### src/rtl/uart_rx_if.sv
// Parallel side of the 8N1 receiver: serial input plus the byte/strobe/status outputs.
// master is the receiver itself, slave is whatever drives rx and consumes bytes.
interface uart_rx_if;
  logic       rx;
  logic [7:0] data;
  logic       rcv;
  logic       ferr;
  logic       busy;

  modport master (input rx, output data, rcv, ferr, busy);
  modport slave  (output rx, input data, rcv, ferr, busy);
endinterface

### src/rtl/uart_rx.sv
// 8N1 serial receiver with a mid-bit sampling baud counter and stop-bit framing check.
//   state   | meaning
//   S_WAIT  | after reset or break: wait for the line to go high
//   S_IDLE  | line high, looking for a start edge
//   S_START | counting to mid start bit, rejecting glitches
//   S_DATA  | sampling 8 data bits, LSB first
//   S_STOP  | sampling the stop bit, publishing byte or flagging ferr
module uart_rx #(
  parameter int M = 104
) (
  input logic        clk,
  input logic        rstn,
  uart_rx_if.master  bus
);

  localparam int H  = M >> 1;
  localparam int CW = $clog2(M);

  typedef enum logic [2:0] {
    S_WAIT,
    S_IDLE,
    S_START,
    S_DATA,
    S_STOP
  } state_t;

  state_t          r_state, w_state_nxt;
  logic            r_s1, r_rx_s;
  logic [CW-1:0]   r_cnt, w_cnt_nxt;
  logic [2:0]      r_nb, w_nb_nxt;
  logic [7:0]      r_sh, w_sh_nxt;
  logic [7:0]      r_data, w_data_nxt;
  logic            r_rcv, w_rcv_nxt;
  logic            r_ferr, w_ferr_nxt;

  always_ff @(posedge clk or negedge rstn) begin
    if (!rstn) begin
      r_s1   <= 1'b0;
      r_rx_s <= 1'b0;
    end else begin
      r_s1   <= bus.rx;
      r_rx_s <= r_s1;
    end
  end

  always_ff @(posedge clk or negedge rstn) begin
    if (!rstn) begin
      r_state <= S_WAIT;
      r_cnt   <= '0;
      r_nb    <= 3'd0;
      r_sh    <= 8'h00;
      r_data  <= 8'h00;
      r_rcv   <= 1'b0;
      r_ferr  <= 1'b0;
    end else begin
      r_state <= w_state_nxt;
      r_cnt   <= w_cnt_nxt;
      r_nb    <= w_nb_nxt;
      r_sh    <= w_sh_nxt;
      r_data  <= w_data_nxt;
      r_rcv   <= w_rcv_nxt;
      r_ferr  <= w_ferr_nxt;
    end
  end

  // cnt defaults to clear, so every transition and every bit sample restarts it
  always_comb begin
    w_state_nxt = r_state;
    w_cnt_nxt   = '0;
    w_nb_nxt    = r_nb;
    w_sh_nxt    = r_sh;
    w_data_nxt  = r_data;
    w_rcv_nxt   = 1'b0;
    w_ferr_nxt  = 1'b0;
    case (r_state)
      S_WAIT: begin
        if (r_rx_s) w_state_nxt = S_IDLE;
      end
      S_IDLE: begin
        if (!r_rx_s) w_state_nxt = S_START;
      end
      S_START: begin
        if (r_cnt == CW'(H - 1)) begin
          if (r_rx_s) begin
            w_state_nxt = S_IDLE;
          end else begin
            w_state_nxt = S_DATA;
            w_nb_nxt    = 3'd0;
          end
        end else begin
          w_cnt_nxt = r_cnt + CW'(1);
        end
      end
      S_DATA: begin
        if (r_cnt == CW'(M - 1)) begin
          w_sh_nxt = {r_rx_s, r_sh[7:1]};
          if (r_nb == 3'd7) w_state_nxt = S_STOP;
          else              w_nb_nxt    = r_nb + 3'd1;
        end else begin
          w_cnt_nxt = r_cnt + CW'(1);
        end
      end
      S_STOP: begin
        if (r_cnt == CW'(M - 1)) begin
          if (r_rx_s) begin
            w_data_nxt  = r_sh;
            w_rcv_nxt   = 1'b1;
            w_state_nxt = S_IDLE;
          end else begin
            // a low stop bit may be a break; wait for the line to recover
            w_ferr_nxt  = 1'b1;
            w_state_nxt = S_WAIT;
          end
        end else begin
          w_cnt_nxt = r_cnt + CW'(1);
        end
      end
      default: begin
        w_state_nxt = S_WAIT;
      end
    endcase
  end

  assign bus.data = r_data;
  assign bus.rcv  = r_rcv;
  assign bus.ferr = r_ferr;
  assign bus.busy = (r_state == S_START) || (r_state == S_DATA) || (r_state == S_STOP);

endmodule

### src/flat_wrapper.sv
// flat-port wrapper written by rule: the top's interface ports become plain ports
module uart_rx_flat 
#(
  parameter int M = 104
)
  (clk, rstn, bus_rx, bus_data, bus_rcv, bus_ferr, bus_busy);
  uart_rx_if bus_i ();
  input logic clk;
  input logic rstn;
  input wire logic [$bits(bus_i.rx)-1:0] bus_rx;
  output wire logic [$bits(bus_i.data)-1:0] bus_data;
  output wire logic [$bits(bus_i.rcv)-1:0] bus_rcv;
  output wire logic [$bits(bus_i.ferr)-1:0] bus_ferr;
  output wire logic [$bits(bus_i.busy)-1:0] bus_busy;
  assign bus_i.rx = bus_rx;
  assign bus_data = bus_i.data;
  assign bus_rcv = bus_i.rcv;
  assign bus_ferr = bus_i.ferr;
  assign bus_busy = bus_i.busy;
  uart_rx #(.M(M)) u_core (.clk(clk), .rstn(rstn), .bus(bus_i));
endmodule
### config.mk
export PLATFORM = sky130hd
export DESIGN_NAME = uart_rx_flat
export DESIGN_NICKNAME = d
export VERILOG_FILES = /design/src/rtl/uart_rx_if.sv /design/src/rtl/uart_rx.sv /design/src/flat_wrapper.sv
export SDC_FILE = /design/constraint.sdc
export NUM_CORES = 1
export LEC_CHECK = 0
export CELL_PAD_IN_SITES_DETAIL_PLACEMENT = 0
export CELL_PAD_IN_SITES_GLOBAL_PLACEMENT = 1
export CORE_MARGIN = 2
export CORE_UTILIZATION = 45
export DETAILED_ROUTE_END_ITERATION = 16
export HOLD_SLACK_MARGIN = 0.03
export PLACE_DENSITY_LB_ADDON = 0.1
export SLEW_MARGIN = 20
export SYNTH_ARGS = -nofsm -noshare
export SYNTH_HDL_FRONTEND = slang
export SYNTH_SLANG_ARGS = --single-unit
### constraint.sdc
create_clock -name clk -period 2.2 [get_ports clk]
set_input_delay 0.55 -clock clk [delete_from_list [all_inputs] [get_ports clk]]
set_output_delay 0.55 -clock clk [all_outputs]
set_load 0.005 [all_outputs]
==> metrics.md <==
| Metric | Value |
|---|---|
| Fin. Hold Viols | 0 |
| DP HPWL | 1660 um |
| Worst Reg-to-Reg Cells | 3 |
| Routed via count | 951 |
| Design Area, Final | 1720 um^2 |
| Sequential power share | 55.7% |
| CTS tree | built |
| Commonest non-fill, non-tap cell in the layout | dfrtp_1 |
| Setup CP Type | reg2out |
| RR Startpoint | u_core.r_cnt[3]$_DFF_PN0_ |
| Slowest cell on crit path | dfrtp_1 |
| Die width | 60.8 um |
| First-pass GRT wire length | 4360 um |
| Final net count | 142 |
| Vias/cell | 5.25 |
| PwrDens | 745 nW/um^2 |
| Clk_lat worst skew | 0.34 ns |
| Unrepaired setup endpoints after global routing | false |
| Comb pwr share | 13.8% |
| FF+latch count, synth | 33 |
| Area of the die | 3690 um^2 |
| H-tree depth | 2 |
| MaxCap Viol Count | 0 |
| Most frequent cells in the layout | dfrtp_1 (33), mux2_2 (16), clkdlybuf4s50_1 (12), nor2_1 (11), buf_4 (6) |
| Worst-case clock skew | 0.0171 ns |
| Vias in the first global route | 981 |
| Multi-input logic area | 581 um^2 |
| Switching share of power | 27.7% |
| Largest area contributor in the netlist | dfrtp_1 |
| CP endpoint kind | output pin |
| Area delta synth->final | 18.9% |
| Net count after synthesis | 120 |
| Core Area | 3050 um^2 |
| Avg WL per Cell | 13.8 um |
| Status | finished clean |
| Mapped Cells | 114 |
| Yosys top cell area share | 56.9% |
| Synth top area cells | dfrtp_1 (57%), mux2_2 (12%), nor2_1 (2.8%), ha_1 (2.6%), xnor2_1 (1.8%) |
| Row cnt | 20 |
| Worst Path Required | 1.65 ns |
| R2R Setup Slk | 0.26 ns |
| Register area share after synthesis | 56.9% |
| Die height | 60.8 um |
| Distinct cells, synth | 37 |
| P_leak | 0.824 nW |
| Pre-antenna DRT Iters | 4 |
| Starting Density | 47.5% |
| R2R Path End | u_core.r_sh[2]$_DFFE_PN0P_ |
| Ys async rst share | 100% |
| Tcrit/Tclk final | 91.3% |
| Slew HR | 69.7% |
| Fin crit period | 2.01 ns |
| Syn Area/Cell | 12.7 um^2 |
| NetSw | 0.356 mW |
| CP max FO | 6 |
| Total CTS buffers | 5 |
| Clock power share | 30.5% |
| Final setup viols | 0 |
| DRT Wirelength | 2490 um |
| Routability cong. | 0.806 |
| Worst IR Drop VDD | 506 uV |
| Crit path to | bus_busy |
| Port Buf Inserts | 13 |
| Post-DRT Antenna Nets | 0 |
| Critical path startpoint category | register |
| N_diodes | 0 |
| Setup TNS | 0 ns |
| Fin. max-slew vios | 0 |
| Critical path startpoint | u_core.r_state[1]$_DFFE_PN0P_ |
| Number of DRC markers in iteration 0 | 31 |
| Slew @ Worst Pin | 0.453 ns |
| Filler cells | 273 |
| Worst path max stage delay | 0.40 ns |
| Top-level port count | 14 |
| Most used flip-flop cell after synthesis | dfrtp_1 |
| Initial antenna violation count | 0 |
| Reg clk slew, reported paths | 0.11 ns |
| GRT Total Usage | 16.3% |
| P_int | 0.929 mW |
| Max Root-Sink Buffers | 2 |
| DP Area | 1640 um^2 |
| Critical Path AT | 1.46 ns |
| EDFF count, synth | 0 |
| Register Area | 826 um^2 |
| Worst Hold Class | reg2reg |
| Congestion Overflow GR | 0 |
| Syn Std Cell Area | 1450 um^2 |
| CTS sink count | 33 |
| Clock root buffer | clkbuf_4 |
| Share of cells above drive strength 1 | 25.5% |
| Fmax | 498 MHz |
| CP cell instances | buf_4 -> nand2b_1 -> nand2_1 -> dlygate4sd2_1 |
| DRC Markers | 0 |
| Largest net degree at the start of global routing | 34 |
| Synth warn | 0 |
## routing by layer
metal / up-vias / wire (um) / global-route usage (%)
met4: 0 / 47 / 8.39
met3: 6 / 129 / 4.48
met5: - / 0 / 0
li1: 451 / - / -
met1: 467 / 1150 / 20.3
met2: 27 / 1160 / 26.1
## critical path, delay by kind of cell (launching register included)
family,cells,cell delay (ns)
buf+inv,2,0.42
simple gates,2,0.29
flops,1,0.40
## per-stage QoR
| step | worst slack (ns) | hold WS, ns | std cells | util, % | total power, mW |
|---|---|---|---|---|---|
| 2_1_floorplan | 0.450 | 0.254 | 114 | - | 0.848 |
| 3_3_place_gp | 0.269 | 0.335 | 171 | 53.7 | 0.903 |
| 3_5_place_dp | 0.255 | 0.345 | 171 | 53.7 | 0.903 |
| 4_1_cts | 0.175 | 0.370 | 181 | 56.5 | 1.30 |
| 5_1_grt | 0.0866 | 0.379 | 181 | 56.5 | 1.36 |
| 6_report | 0.192 | 0.369 | 181 | 56.5 | 1.28 |
## state kept, by name, summed over array words and instances, names as in the netlist
name,flops
u_core.r_rx_s,1
u_core.r_nb,3
u_core.r_cnt,7
u_core.r_state,3
u_core.bus.ferr,1
u_core.bus.data,8
u_core.bus.rcv,1
u_core.r_s1,1
u_core.r_sh,8
## timing repair
item / CTS / global route
setup endpoints to repair: 1 / 0
resized for setup: 1 / 0
hold buffers: 0 / 0
setup buffers: 2 / 0
hold endpoints to repair: 0 / 0
## cells in the mapped netlist, types with 2 or more instances
| cell | n |
|---|---|
| ha_1 | 3 |
| inv_1 | 5 |
| a32o_1 | 2 |
| nand2_1 | 2 |
| o21a_1 | 2 |
| nand3_1 | 3 |
| a21oi_1 | 3 |
| xor2_1 | 2 |
| nor3_1 | 3 |
| a221oi_1 | 2 |
| or3b_1 | 2 |
| dfrtp_1 | 33 |
| xnor2_1 | 3 |
| nor2_1 | 11 |
| mux2_2 | 16 |
## power groups by stage
stage          sequential (mW)  clock, mW  combinational, mW
6_report                 0.716      0.391              0.177
5_1_grt                  0.727      0.433              0.204
4_1_cts                  0.714      0.407              0.179
3_5_place_dp             0.724          0              0.178
3_3_place_gp             0.725          0              0.178
2_1_floorplan            0.709          0              0.138
## worst min path at each step
stage	start	end	slack, ns	cells after the start
6_report	u_core.r_s1$_DFF_PN0_	u_core.r_rx_s$_DFF_PN0_	0.37	0
5_1_grt	u_core.r_s1$_DFF_PN0_	u_core.r_rx_s$_DFF_PN0_	0.38	0
4_1_cts	u_core.r_s1$_DFF_PN0_	u_core.r_rx_s$_DFF_PN0_	0.37	0
3_5_place_dp	u_core.r_s1$_DFF_PN0_	u_core.r_rx_s$_DFF_PN0_	0.35	0
3_3_place_gp	u_core.r_s1$_DFF_PN0_	u_core.r_rx_s$_DFF_PN0_	0.33	0
2_1_floorplan	rstn	u_core.bus.data[0]$_DFFE_PN0P_	0.25	0
## cell type report
class,count,area share (%)
flip-flops and latches,33,47.9
well taps,44,3.19
inverters,5,1.09
clock inverters,1,0.290
clock buffers,7,3.77
repair buffers,19,10.1
multi-input cells,72,33.7
## cells by family (layout without fill, tap and decap cells)
logic type                 Yosys count  count (layout)  share of synthesized area (%)
AOI/OAI and AO/OA                   16              16                           8.71
and+or+nand+nor                     31              31                           12.3
adders and majority gates            3               3                           2.59
xor gates and xnor gates             5               5                           3.02
muxes                               17              17                           13.5
buffers and inverters                9              32                           3.02
DFF                                 33              33                           56.9
(Power assumes the default switching activity.)
==> RTL change 1 (config.mk and constraints unchanged) <==
Take the reset off `r_data` and load it in a clocked block of its own.
--- a/src/rtl/uart_rx.sv
+++ b/src/rtl/uart_rx.sv
@@ -49,7 +49,6 @@
       r_cnt   <= '0;
       r_nb    <= 3'd0;
       r_sh    <= 8'h00;
-      r_data  <= 8'h00;
       r_rcv   <= 1'b0;
       r_ferr  <= 1'b0;
     end else begin
@@ -57,10 +56,13 @@
       r_cnt   <= w_cnt_nxt;
       r_nb    <= w_nb_nxt;
       r_sh    <= w_sh_nxt;
-      r_data  <= w_data_nxt;
       r_rcv   <= w_rcv_nxt;
       r_ferr  <= w_ferr_nxt;
     end
+  end
+
+  always_ff @(posedge clk) begin
+    r_data <= w_data_nxt;
   end
 
   // cnt defaults to clear, so every transition and every bit sample restarts it
Behaviour: same outputs for any inputs over 10 cycles, from zero or initial values and one cycle with rstn low; that may be too few to reach the edited logic, so the function may still have changed.
==> RTL change 1 against the unedited design <==
Synthesized cell count fell by 2.6%. Power rose by 16%. Wire length rose by 3.0%. Worst setup slack got worse by 81 ps. Sequential cell count did not move. Via count fell by 3.0%. Die area fell by 0.56%. Global-route usage rose by 0.22 points. Non-clock buffer count fell by 1. Final area fell by 0.73%. Area after synthesis fell by 0.60%. Critical path type unchanged. Critical endpoint unchanged. Largest cell class unchanged.
==> RTL change 1: results (changes against the unedited design) <==
cells_and_area:
  clockBufferCount: 6  # -1
  layout-drive-gt1-share_pct: 20.3  # -5.2 points
  buf_share_pct: 9.80  # -0.29 points
  seq_area_share_pct: 50.7  # +2.8 points
  nNonClkBuffers: 18  # -1
global_route:
  grt_first_pass_wirelength_microns: 4220  # -3.2%
yosys:
  netlist.area_leader.share_pct: 43.4  # -14 points
  synth.net_count: 117  # -2.5%
  avgSynthCellArea_sq_um: 13.0  # +2.1%
  synth_commonest_cells: "25 x dfrtp_1, 12 x nor2_1, 8 x edfxtp_1"
  async_flop_share_pct: 75.8  # -24 points
  synth_edf_count: 8  # +8
  synth_cell_types: 39  # +5.4%
  ys_seq_area_share_pct: 60.1  # +3.1 points
power_and_ir_drop:
  power.leakage_nw: 0.717  # -13%
  net-switching-power_mw: 0.446  # +25%
  total_power_mw: 1.50  # +16%
critical_path:
  slowest_delay_ps: 500  # +100 ps
  r2r_start: "u_core.r_cnt[0]"
  r2r_cells: 5  # +2
cts:
  cts_resized: 2  # +1
sta:
  hold_ws_ps: 352  # -16.2 ps
  min_period_ps: 2090  # +80.5 ps
  relSlewSlack_pct: 73.8  # +4.1 points
status:
  status: "finished, final reports clean"
detailed_routing:
  drt_wl_total_microns: 2560  # +3.0%
## RTL change 1: changes by cell type after synthesis, moves of 2 or more
cell and delta:
mux2_2 -9, edfxtp_1 +8, nand2_1 +5, a32o_1 -2
dfrtp_1 -8, o21a_1 -2, a22o_1 +2, a221oi_1 -2
or3b_1 -2, inv_1 -3
## RTL change 1: cell families (layout without fill, tap and decap cells)
group,count (synthesis),count (layout),synth area share [%]
XOR/XNOR,5,5,3.04
buffers and inverters,6,28,2.86
flip-flops,33,33,60.1
multiplexers,8,8,6.51
adder cells (fa/ha/maj),3,3,2.60
AND/OR/NAND/NOR,42,42,16.5
AO/OA/AOI/OAI,14,14,8.42
## RTL change 1: metal layers
metal  part of all wire, %  global-route usage (%)  up-vias
met3                   5.2                    7.04        7
li1                      -                       -      444
met4                   2.6                    8.39        0
met5                     0                       0        -
met1                    42                    19.7      455
met2                    50                    25.8       16
==> RTL change 2 (same flow settings) <==
Without the edit above. `M` is set to 104 in 2 places; all go to 156.
--- a/src/rtl/uart_rx.sv
+++ b/src/rtl/uart_rx.sv
@@ -6,7 +6,7 @@
 //   S_DATA  | sampling 8 data bits, LSB first
 //   S_STOP  | sampling the stop bit, publishing byte or flagging ferr
 module uart_rx #(
-  parameter int M = 104
+  parameter int M = 156
 ) (
   input logic        clk,
   input logic        rstn,
--- a/src/flat_wrapper.sv
+++ b/src/flat_wrapper.sv
@@ -1,7 +1,7 @@
 // flat-port wrapper written by rule: the top's interface ports become plain ports
 module uart_rx_flat 
 #(
-  parameter int M = 104
+  parameter int M = 156
 )
   (clk, rstn, bus_rx, bus_data, bus_rcv, bus_ferr, bus_busy);
   uart_rx_if bus_i ();
Formal check against the unedited RTL: no difference found for any inputs over 10 cycles, from zero or initial values and one cycle with rstn low; that may be too few to reach the edited logic, so the function may still have changed.
==> RTL change 2 against the unedited design <==
Final area is 10% higher. Register-to-register slack better by 40 ps. Area after synthesis rose by 8.7%. Clock power up 50%. Power up 28%. Wire length fell by 3.3%. Hold slack worse by 14 ps. Worst setup slack got worse by 91 ps. Critical path depth fell by 1. Clock skew fell by 4.0 ps. Synthesized cell count up 5.3%. Sequential cell count up 1. Via count grew 0.84%. Combinational power rose by 88%.
==> RTL change 2: results (changes against the unedited design) <==
status:
  status: "finished, final reports clean"
yosys:
  ys_seq_area_share_pct: 54.0  # -3.0 points
  synth.net_count: 127  # +5.8%
  yosys_warnings: 0  # unchanged
  async_flop_share_pct: 100  # unchanged
  synth_commonest_cells: "34 x dfrtp_1, 21 x mux2_2, 13 x nor2_1"
  netlist_top_cells_area: "dfrtp_1 54%, mux2_2 15%, ha_1 3.2%, nor2_1 3.1%, xor2_1 2.8%"
  synth_cell_types: 35  # -5.4%
critical_path:
  r2r_cells: 5  # +2
  slowest_delay_ps: 430  # +30 ps
  crit_path_top_delay_cell: "dfrtp_1"
  r2r_start: "u_core.r_cnt[0]"
  crit_start: "u_core.r_state[2]"
  reg2reg_to: "u_core.r_nb[1]"
  cp_max_fo: 6  # unchanged
  arrival_ps: 1550  # +90 ps
  rrSetupSlack_ps: 300  # +40 ps
worst_hold_path:
  hold_path_depth: 0  # unchanged
  hp-start: "u_core.r_s1"
  min_to: "u_core.r_rx_s"
  min_path_type: "flop to flop"
cts:
  cts_htree_levels: 2  # unchanged
  cts_buffers: 5  # unchanged
  clockBufferDepth: 2  # unchanged
  clock-root-buffer: "clkbuf_4"
  clock_latency_ps: 330
  path_clk_slew_ps: 110  # about the same
placement:
  routabilityCongestion: 0.783  # -2.8%
  io_buffers: 13  # unchanged
  dpl_cell_area_sq_um: 1780  # +8.6%
cells_and_area:
  num-nets-final: 150  # +5.6%
  fillers: 322  # +18%
  layout-drive-gt1-share_pct: 33.3  # +7.8 points
  antenna_cells: 0  # unchanged
power_and_ir_drop:
  net-switching-power_mw: 0.431  # +21%
  vdd_drop_max_mv: 0.827  # +63%
  power.leakage_nw: 0.917  # +11%
sta:
  tns_ps: 0  # unchanged
  worst_slew_pin_slew_ps: 431  # -21.6 ps
  clock_skew_ps: 13.2  # -3.97 ps
detailed_routing:
  drt_iter0_drc: 26  # -16%
  drt_pre_antenna_iters: 4  # unchanged
  vias_per_cell: 5.05  # -3.9%
  drt_wl_total_microns: 2410  # -3.3%
global_route:
  grt_usage_pct: 14.7  # -1.7 points
  grt_max_degree: 35  # +2.9%
  antenna_found_initial: 0  # unchanged
  grt_first_pass_wirelength_microns: 4460  # +2.4%
  grt_pass1_vias: 984  # +0.31%
RTL change 2: cell count changes after synthesis, sizes merged, moves of 3 or more:
| cell | change |
|---|---|
| mux2 | +4 |
| nand2 | +3 |
| nor2 | +3 |
| nor3 | -3 |
| xor2 | +3 |
RTL change 2: cell type report:
cell class                      count  area, sq um  share of cell area [%]
Clock buffer                        6         51.3                    2.70
Clock inverter                      2         60.1                    3.16
Inverter                            3         11.3                   0.592
Multi-Input combinational cell     82          709                    37.3
Sequential cell                    34          852                    44.8
Tap cell                           46         57.6                    3.03
Timing Repair Buffer               17          159                    8.36
RTL change 2: worst max path at each step:
stage,to
floorplan,u_core.r_nb[0]
global placement,bus_busy
detailed placement,bus_busy
CTS,bus_busy
global route,bus_busy
finish,bus_busy
RTL change 2: logic make-up (layout without fill, tap and decap cells):
kind of cell | Yosys count | count (layout) | share of synthesized area, %
AO/OA/AOI/OAI | 8 | 8 | 4.52
XOR/XNOR | 6 | 6 | 3.33
adder cells (fa/ha/maj) | 4 | 4 | 3.17
buffers and inverters | 4 | 28 | 1.03
flip-flops | 34 | 34 | 54.0
multiplexers | 22 | 22 | 15.6
AND/OR/NAND/NOR | 42 | 42 | 18.3
RTL change 2: power groups by stage:
stage | Combinational, mW | Clock (mW) | Sequential, mW
floorplan | 0.243 | 0 | 0.722
global placement | 0.321 | 0 | 0.738
detailed placement | 0.331 | 0 | 0.740
CTS | 0.338 | 0.606 | 0.730
global route | 0.383 | 0.642 | 0.742
finish | 0.332 | 0.586 | 0.730
RTL change 2: metrics by stage:
stage	cells	worst slack, ps	utilization [%]	hold slack, ps	power (mW)
2_1_floorplan	120	425	-	254	0.966
3_3_place_gp	181	242	53.0	336	1.06
3_5_place_dp	181	221	53.0	336	1.07
4_1_cts	190	88.6	56.5	358	1.67
5_1_grt	190	20.1	56.5	362	1.77
6_report	190	101	56.5	355	1.65
RTL change 2: what timing repair did:
action / in CTS / in global routing
gates resized for setup: 2 / 0
setup endpoints to repair: 1 / 0
setup buffers: 1 / 0
hold buffers: 0 / 0
RTL change 2: worst max-delay path: cells and delay by family (launching register included):
family	cells	cell delay (ps)
flops	1	430
simple gates	2	530
buf+inv	1	260
RTL change 2: metal layers:
metal	GRT usage, %	vias to the layer above	share of wire (%)
met5	0	-	0
met4	5.71	0	1.9
met3	5.36	6	4.4
met2	23.5	14	47
met1	18.0	468	47
li1	-	471	-
